===== src/rtl/cp0_pkg.sv =====
// Coprocessor-0 shared definitions: register addresses, exception codes,
// handler vector and SR/Cause field positions.
package cp0_defs;

    localparam logic [4:0] ADDR_SR    = 5'd12;
    localparam logic [4:0] ADDR_CAUSE = 5'd13;
    localparam logic [4:0] ADDR_EPC   = 5'd14;
    localparam logic [4:0] ADDR_PRID  = 5'd15;

    localparam logic [4:0] EXC_INT  = 5'd0;
    localparam logic [4:0] EXC_ADEL = 5'd4;
    localparam logic [4:0] EXC_ADES = 5'd5;
    localparam logic [4:0] EXC_RI   = 5'd10;
    localparam logic [4:0] EXC_OV   = 5'd12;

    localparam logic [31:0] HANDLER_ADDR = 32'h0000_4180;
    localparam logic [31:0] PRID_DEFAULT = 32'h0000_2018;

    localparam int SR_IE       = 0;
    localparam int SR_EXL      = 1;
    localparam int SR_IM_LO    = 10;
    localparam int CAUSE_EXC_LO = 2;
    localparam int CAUSE_IP_LO = 10;
    localparam int CAUSE_BD    = 31;

    // Pack the SR word from its live fields; unimplemented bits read as 0.
    function automatic logic [31:0] pack_sr(input logic [5:0] im, input logic exl, input logic ie);
        logic [31:0] w;
        w = '0;
        w[SR_IM_LO +: 6] = im;
        w[SR_EXL]        = exl;
        w[SR_IE]         = ie;
        return w;
    endfunction

    function automatic logic [31:0] pack_cause(input logic bd, input logic [5:0] ip, input logic [4:0] exc);
        logic [31:0] w;
        w = '0;
        w[CAUSE_BD]            = bd;
        w[CAUSE_IP_LO +: 6]    = ip;
        w[CAUSE_EXC_LO +: 5]   = exc;
        return w;
    endfunction

endpackage


===== src/rtl/cp0_if.sv =====
// M-stage pipeline <-> CP0 signal bundle: mtc0/mfc0/eret controls,
// exception inputs, interrupt lines and the request/EPC/read-data returns.
interface cp0_if;
    logic [4:0]  A1;
    logic [4:0]  A2;
    logic [31:0] DIn;
    logic        We;
    logic [31:0] PC;
    logic        BD;
    logic [4:0]  ExcCode;
    logic [5:0]  HWInt;
    logic        EXLClr;
    logic        IntReq;
    logic [31:0] EPC;
    logic [31:0] DOut;

    modport master (
        output A1, A2, DIn, We, PC, BD, ExcCode, HWInt, EXLClr,
        input  IntReq, EPC, DOut
    );

    modport slave (
        input  A1, A2, DIn, We, PC, BD, ExcCode, HWInt, EXLClr,
        output IntReq, EPC, DOut
    );
endinterface


===== src/rtl/cp0.sv =====
// Coprocessor-0: SR/Cause/EPC/PRId, interrupt sampling and the single
// flush request that sends the pipeline to the exception handler.
module cp0
    import cp0_defs::*;
#(
    parameter logic [31:0] PRID_VAL = PRID_DEFAULT
) (
    input  logic   clk,
    input  logic   reset,
    cp0_if.slave   bus
);

    logic [5:0]  im_reg;
    logic        exl_reg;
    logic        ie_reg;
    logic        bd_reg;
    logic [5:0]  ip_reg;
    logic [4:0]  exc_code_reg;
    logic [31:0] epc_reg;

    logic        int_hit;
    logic        exc_hit;
    logic        int_req;
    logic [31:0] pc_aligned;
    logic [31:0] epc_next;
    logic [31:0] sr_word;
    logic [31:0] cause_word;

    // EXL masks both sources so a handler cannot be re-entered.
    assign int_hit = (|(bus.HWInt & im_reg)) & ie_reg & ~exl_reg;
    assign exc_hit = (bus.ExcCode != 5'd0) & ~exl_reg;
    assign int_req = int_hit | exc_hit;

    // A faulting delay-slot instruction restarts at its branch.
    assign pc_aligned = {bus.PC[31:2], 2'b00};
    assign epc_next   = bus.BD ? (pc_aligned - 32'd4) : pc_aligned;

    assign sr_word    = pack_sr(im_reg, exl_reg, ie_reg);
    assign cause_word = pack_cause(bd_reg, ip_reg, exc_code_reg);

    always_ff @(posedge clk) begin
        if (reset) begin
            im_reg       <= '0;
            exl_reg      <= 1'b0;
            ie_reg       <= 1'b0;
            bd_reg       <= 1'b0;
            ip_reg       <= '0;
            exc_code_reg <= '0;
            epc_reg      <= '0;
        end else begin
            ip_reg <= bus.HWInt;
            if (int_req) begin
                // The instruction in M is cancelled, so its mtc0/eret effects are dropped.
                exl_reg      <= 1'b1;
                exc_code_reg <= int_hit ? EXC_INT : bus.ExcCode;
                bd_reg       <= bus.BD;
                epc_reg      <= epc_next;
            end else begin
                if (bus.EXLClr) begin
                    exl_reg <= 1'b0;
                end
                if (bus.We) begin
                    case (bus.A2)
                        ADDR_SR: begin
                            im_reg  <= bus.DIn[SR_IM_LO +: 6];
                            exl_reg <= bus.DIn[SR_EXL];
                            ie_reg  <= bus.DIn[SR_IE];
                        end
                        ADDR_EPC: epc_reg <= {bus.DIn[31:2], 2'b00};
                        default: ;
                    endcase
                end
            end
        end
    end

    always_comb begin
        bus.DOut = '0;
        case (bus.A1)
            ADDR_SR:    bus.DOut = sr_word;
            ADDR_CAUSE: bus.DOut = cause_word;
            ADDR_EPC:   bus.DOut = epc_reg;
            ADDR_PRID:  bus.DOut = PRID_VAL;
            default:    bus.DOut = '0;
        endcase
    end

    assign bus.IntReq = int_req;
    assign bus.EPC    = epc_reg;

endmodule


===== src/flat_wrapper.sv =====
// flat-port wrapper written by rule: the top's interface ports become plain ports
module cp0_flat import cp0_defs::*;
#(
    parameter logic [31:0] PRID_VAL = PRID_DEFAULT
)
  (clk, reset, bus_A1, bus_A2, bus_DIn, bus_We, bus_PC, bus_BD, bus_ExcCode, bus_HWInt, bus_EXLClr, bus_IntReq, bus_EPC, bus_DOut);
  cp0_if bus_i ();
  input  logic clk;
  input  logic reset;
  input wire logic [$bits(bus_i.A1)-1:0] bus_A1;
  input wire logic [$bits(bus_i.A2)-1:0] bus_A2;
  input wire logic [$bits(bus_i.DIn)-1:0] bus_DIn;
  input wire logic [$bits(bus_i.We)-1:0] bus_We;
  input wire logic [$bits(bus_i.PC)-1:0] bus_PC;
  input wire logic [$bits(bus_i.BD)-1:0] bus_BD;
  input wire logic [$bits(bus_i.ExcCode)-1:0] bus_ExcCode;
  input wire logic [$bits(bus_i.HWInt)-1:0] bus_HWInt;
  input wire logic [$bits(bus_i.EXLClr)-1:0] bus_EXLClr;
  output wire logic [$bits(bus_i.IntReq)-1:0] bus_IntReq;
  output wire logic [$bits(bus_i.EPC)-1:0] bus_EPC;
  output wire logic [$bits(bus_i.DOut)-1:0] bus_DOut;
  assign bus_i.A1 = bus_A1;
  assign bus_i.A2 = bus_A2;
  assign bus_i.DIn = bus_DIn;
  assign bus_i.We = bus_We;
  assign bus_i.PC = bus_PC;
  assign bus_i.BD = bus_BD;
  assign bus_i.ExcCode = bus_ExcCode;
  assign bus_i.HWInt = bus_HWInt;
  assign bus_i.EXLClr = bus_EXLClr;
  assign bus_IntReq = bus_i.IntReq;
  assign bus_EPC = bus_i.EPC;
  assign bus_DOut = bus_i.DOut;
  cp0 #(.PRID_VAL(PRID_VAL)) u_core (.clk(clk), .reset(reset), .bus(bus_i));
endmodule

===== config.mk =====
export PLATFORM = sky130hd
export DESIGN_NAME = cp0_flat
export DESIGN_NICKNAME = d
export VERILOG_FILES = /design/src/rtl/cp0_pkg.sv /design/src/rtl/cp0_if.sv /design/src/rtl/cp0.sv /design/src/flat_wrapper.sv
export SDC_FILE = /design/constraint.sdc
export NUM_CORES = 1
export LEC_CHECK = 0
export CORE_ASPECT_RATIO = 1.4
export CORE_MARGIN = 2
export CORE_UTILIZATION = 39
export CTS_BUF_LIST = sky130_fd_sc_hd__clkbuf_4 sky130_fd_sc_hd__clkbuf_8 sky130_fd_sc_hd__clkbuf_16
export DETAILED_ROUTE_END_ITERATION = 12
export HOLD_SLACK_MARGIN = 0.03
export PLACE_DENSITY_LB_ADDON = 0.12
export SETUP_SLACK_MARGIN = 0.3
export SLEW_MARGIN = 20
export SYNTH_ARGS = -nofsm -noshare
export SYNTH_HDL_FRONTEND = slang
export SYNTH_SLANG_ARGS = --single-unit

===== constraint.sdc =====
create_clock -name clk -period 2.9 [get_ports clk]
set_input_delay 0.87 -clock clk [delete_from_list [all_inputs] [get_ports clk]]
set_output_delay 0.87 -clock clk [all_outputs]
set_load 0.05 [all_outputs]

======== After elaboration in Yosys (flattened, before gate mapping) ========
Index checks and enable logic that the tools add are counted.
cells by class
  multiplexer cells ....................... 10
  equality and inequality tests ........... 6
  magnitude comparators ................... 0
  reduce and logical (&&, ||, !) cells .... 6
  shifts and indexed selects .............. 0
  bitwise operators ....................... 7
  divide/modulo/power cells ............... 0
  add/subtract/negate cells ............... 1
  $mul .................................... 0
operators by type and width
  cell                                                                   number
  32-bit 2-to-1 mux                                                      4
  32-bit case mux with 4 select lines                                    1
  32-bit by 3-bit subtractor with 32-bit output (second input constant)  1
  5-bit by 4-bit == test with 1-bit output (second input constant)       6
  6-bit bitwise AND                                                      1
  6-bit OR reduction                                                     1
  5-bit 2-to-1 mux                                                       1
  5-bit nonzero test                                                     1
  1-bit 2-to-1 mux                                                       4
  2-bit nonzero test                                                     2
  1-bit bitwise AND                                                      3
  3-bit AND reduction                                                    1
  1-bit NOT                                                              2
  2-bit AND reduction                                                    1
  1-bit bitwise OR                                                       1
storage, ports and cells
  latch bits .............................. 0
  memory bits (writable) .................. 0
  flip-flop bits (word level) ............. 52
  output and inout bits ................... 65
  bits in read-only memories .............. 0
  input port bits ......................... 90
  memories ................................ 0

======== Longest topological paths before layout ========
  depth in word-level cells ............... 7
  mapped depth ............................ 7
  depth with buffers taken out ............ 6

======== Worst setup path before layout ========
No wires, ideal clock.
  kind .................................... input port to output port
  from .................................... in bus_A1[1]
  to ...................................... out bus_DOut[0]
  stages on the path ...................... 3
  arrival ................................. 2,777 ps
  buffers on the path ..................... 2
  slack ................................... -747 ps
  path through ............................ clkbuf_1 -> clkbuf_1 -> nor4_1
on the way
  longest elaborated chain between the ends .. 2
  elaborated cells on any way between the ends .. 5
  those cells by class .................... 4 x eq/ne; 1 x mux
RTL lines
  element                                   line                text
  start, declared                           flat_wrapper.sv:10  input wire logic [$bits(bus_i.A1)-1:0] bus_A1;
  5-bit by 4-bit == test with 1-bit output  cp0.sv:79           case (bus.A1)
  32-bit case mux with 4 select lines (*)   cp0.sv:79
  end, declared                             flat_wrapper.sv:21  output wire logic [$bits(bus_i.DOut)-1:0] bus_DOut;
Every way passes the cells marked *; elsewhere a longest branch is shown, timed or not.

======== Final worst setup path ========
  from .................................... in bus_A1[4]
  to ...................................... out bus_DOut[9]
The elaborated chain is that of the path after synthesis.

==> metrics.csv <==
stage,metric,value,unit
run,maxCapViolCount,0,
worst_setup_path,reg2reg_to,u_core.im_reg[0],
global_routing,grt_pass1_wl,22450,um
finish,mostFrequentLayoutCell,clkdlybuf4s50_1,
timing,setup_viol,0,
synthesis,ys.warnings.count,0,
timing,slew_violations,0,
global_routing,antenna_found_initial,0,
floorplanning,fp.dieH,118.1,um
finish,largest_reg_flops,30,
clock_network,clk_pin_slew,0.07,ns
finish,area_growth,82.53,%
worst_setup_path,reg2reg_depth,6,
timing,finalSetupTns,0,ns
timing,post-route-period-util,0.9600,
clock_network,hold_buffers,0,
clock_network,root_buffer,clkbuf_16,
pwr,vdd_drop_max,0.2354,mV
worst_setup_path,cp_data_required_time,2.03,ns
timing,timing.final.crit_period,2.784,ns
placed_design,gp_congestion,0.8413,
synthesis,syn_area,3625,um^2
global_routing,grt_max_degree,39,
worst_hold_path,hold_path_class,reg -> reg,
placed_design,hpwl,9663,um
worst_setup_path,worstPathArrival,1.91,ns
pwr,cellPowerDensity,339.8,nW/um^2
timing,hold_violations,0,
synthesis,ys_seq_elements,50,
floorplanning,dieArea,10090,um^2
synthesis,avgSynthCellArea,7.778,um^2
synthesis,synth_cells,466,
worst_setup_path,reg2reg_from,u_core.im_reg[1],
synthesis,synth.area.top_cells,"dfxtp_1 (28%), a31oi_1 (7.6%), and4_1 (6.8%)",
worst_setup_path,cp_slowest_cell,nand3b_1,
synthesis,ys_types,50,
timing,rsz0062_at_grt,yes,
timing,whs,0.4925,ns
detailed_routing,drc,0,
synthesis,yosysSeqAreaShare,0.2761,
finish,n_antenna_cell,0,
clock_network,cts_buffers,5,
timing,worst_pin_slew,0.6912,ns
finish,drive_gt1_frac,0.3476,
detailed_routing,via_count,4420,
synthesis,synth_async_sr_flop_share,0,
floorplanning,io_pins,155,
worst_hold_path,worstHoldPathCells,2,
detailed_routing,drtPass1Iterations,4,
worst_hold_path,worstHoldEndpoint,u_core.ie_reg,
detailed_routing,drt.antenna.violating_nets,0,
floorplanning,start_util,0.4015,
clock_network,htreeDepth,2,
clock_network,clk_latency,0.30,ns
synthesis,synth_edf_count,0,
floorplanning,placementRows,41,
timing,slew_headroom,0.5367,
global_routing,gr-total-overflow,0,
clock_network,cts.sink_count,50,
outcome,status,"finished, final reports clean",
placed_design,portBuffers,150,
worst_setup_path,worst_setup_path_start_kind,input pin,
synthesis,synth_ff_type,dfxtp_1,
worst_setup_path,reg2reg_slack,0.75,ns
synthesis,yosys.area.top_type,dfxtp_1,
timing,clock_skew,0.007114,ns
worst_setup_path,slowest_delay,0.21,ns
synthesis,netlist.area_leader.share,0.2761,
worst_setup_path,crit_chain,buf_6 -> nand3b_1 -> nor2b_4 -> buf_6 -> buf_12 -> and2_4 -> buf_12,
worst_setup_path,cp_max_fo,5,
worst_setup_path,path_class,in -> out,
worst_setup_path,endpoint_kind,primary output,
floorplanning,core_area,9029,um^2
finish,nNetsFinal,746,
detailed_routing,viasPerCell,5.793,
detailed_routing,wirelength,14130,um
global_routing,grt_pass1_vias,4461,
clock_network,cts.path.max_buffers,2,
global_routing,track_usage,0.2765,
floorplanning,die_x,85.48,um
pwr,leakage,2.519,nW
detailed_routing,post_drt_wl_per_cell,18.52,um
detailed_routing,drt_iter0_markers,185,
worst_hold_path,worstHoldStart,u_core.ie_reg,
timing,max_freq,0.3592,GHz
finish,layout_common_cells,"clkdlybuf4s50_1 (82), buf_4 (64), dfxtp_1 (50), a31oi_1 (44), inv_1 (37)",
clock_network,cts_tree,done,
cells in the mapped netlist, drive strengths merged (2+ instances only):
| cell type | number |
|---|---|
| nand4 | 4 |
| o41ai | 15 |
| a21oi | 12 |
| or3b | 4 |
| and4 | 30 |
| and2 | 18 |
| buf | 6 |
| o31ai | 9 |
| or2 | 4 |
| nor2 | 20 |
| nor3b | 3 |
| or3 | 9 |
| a311oi | 2 |
| nor3 | 7 |
| dfxtp | 50 |
| nand2 | 18 |
| nand3 | 5 |
| a31oi | 44 |
| a211oi | 16 |
| inv | 37 |
| mux2i | 12 |
| nor2b | 11 |
| xor2 | 5 |
| clkbuf | 45 |
| xnor2 | 9 |
| o21a | 4 |
| or4 | 16 |
| nor4 | 24 |
| o21ai | 8 |
| a22oi | 7 |
what timing repair did:
action / 4_1_cts / 5_1_grt
gates resized for setup: 133 / 15
gates cloned: 5 / 0
endpoints found under the setup margin: 57 / 45
buffers inserted: 18 / 3
pin swaps: 25 / 16
how the worst max path moves through the flow:
| stage | from | end | slack (ns) | cells after the start |
|---|---|---|---|---|
| after floorplan | bus_A1[4] | bus_DOut[3] | 0.03 | 3 |
| after global placement | bus_A1[1] | bus_DOut[13] | -0.26 | 7 |
| after detailed placement | bus_A1[1] | bus_DOut[13] | -0.29 | 7 |
| after CTS | bus_A1[4] | bus_DOut[15] | 0.11 | 6 |
| after global routing | bus_A1[4] | bus_DOut[6] | 0.08 | 6 |
| final | bus_A1[4] | bus_DOut[9] | 0.12 | 7 |
cells by family (layout without fill, tap and decap cells):
logic type | count (synthesis) | in the layout | synth area share
xor gates and xnor gates | 14 | 14 | 0.03383
buffers and inverters | 89 | 278 | 0.1077
DFF | 50 | 50 | 0.2761
muxes | 13 | 13 | 0.03625
AOI/OAI and AO/OA | 118 | 118 | 0.2216
and+or+nand+nor | 180 | 180 | 0.3200
other | 1 | 2 | 0.001035
adders and majority gates | 1 | 1 | 0.003451
per-stage QoR:
stage | setup slack, ns | total power, W | utilization | instances | instance area [um^2]
floorplan | 0.03215 | 0.001198 | - | 467 | 3894
global placement | -0.2643 | 0.001520 | 0.6639 | 729 | 5995
detailed placement | -0.2920 | 0.001532 | 0.6639 | 729 | 5995
CTS | 0.1120 | 0.002254 | 0.7244 | 760 | 6540
global route | 0.07811 | 0.002343 | 0.7328 | 763 | 6616
finish | 0.1160 | 0.002248 | 0.7328 | 763 | 6616
where the power goes:
group	switching (W)	internal (W)
registers	0.0000449	0.000739
clock network	0.000287	0.000413
logic	0.000425	0.000340
total	0.000756	0.00149
worst max-delay path: cells and delay by family:
kind	cells	cell delay [ns]
AND/OR/NAND/NOR	3	0.55
buffers and inverters	4	0.48
layer usage:
| layer | GRT usage | wire [um] | share of wire | up-vias |
|---|---|---|---|---|
| li1 | - | - | - | 2125 |
| met1 | 0.2989 | 5187 | 0.37 | 2102 |
| met2 | 0.5166 | 7654 | 0.54 | 157 |
| met3 | 0.03647 | 745 | 0.053 | 36 |
| met4 | 0.1280 | 539 | 0.038 | 0 |
| met5 | 0 | 0 | 0 | - |
area by class of cell:
class / count / area [um^2]
inverter: 37 / 138.9
sequential: 50 / 1001
clock buffer: 5 / 125.1
fill: 708 / 2412
timing repair buffer: 233 / 2544
multi-input combinational: 328 / 2625
tap: 107 / 133.9
clock inverter: 3 / 48.80
Note: power is estimated with default switching activity, not from simulation.
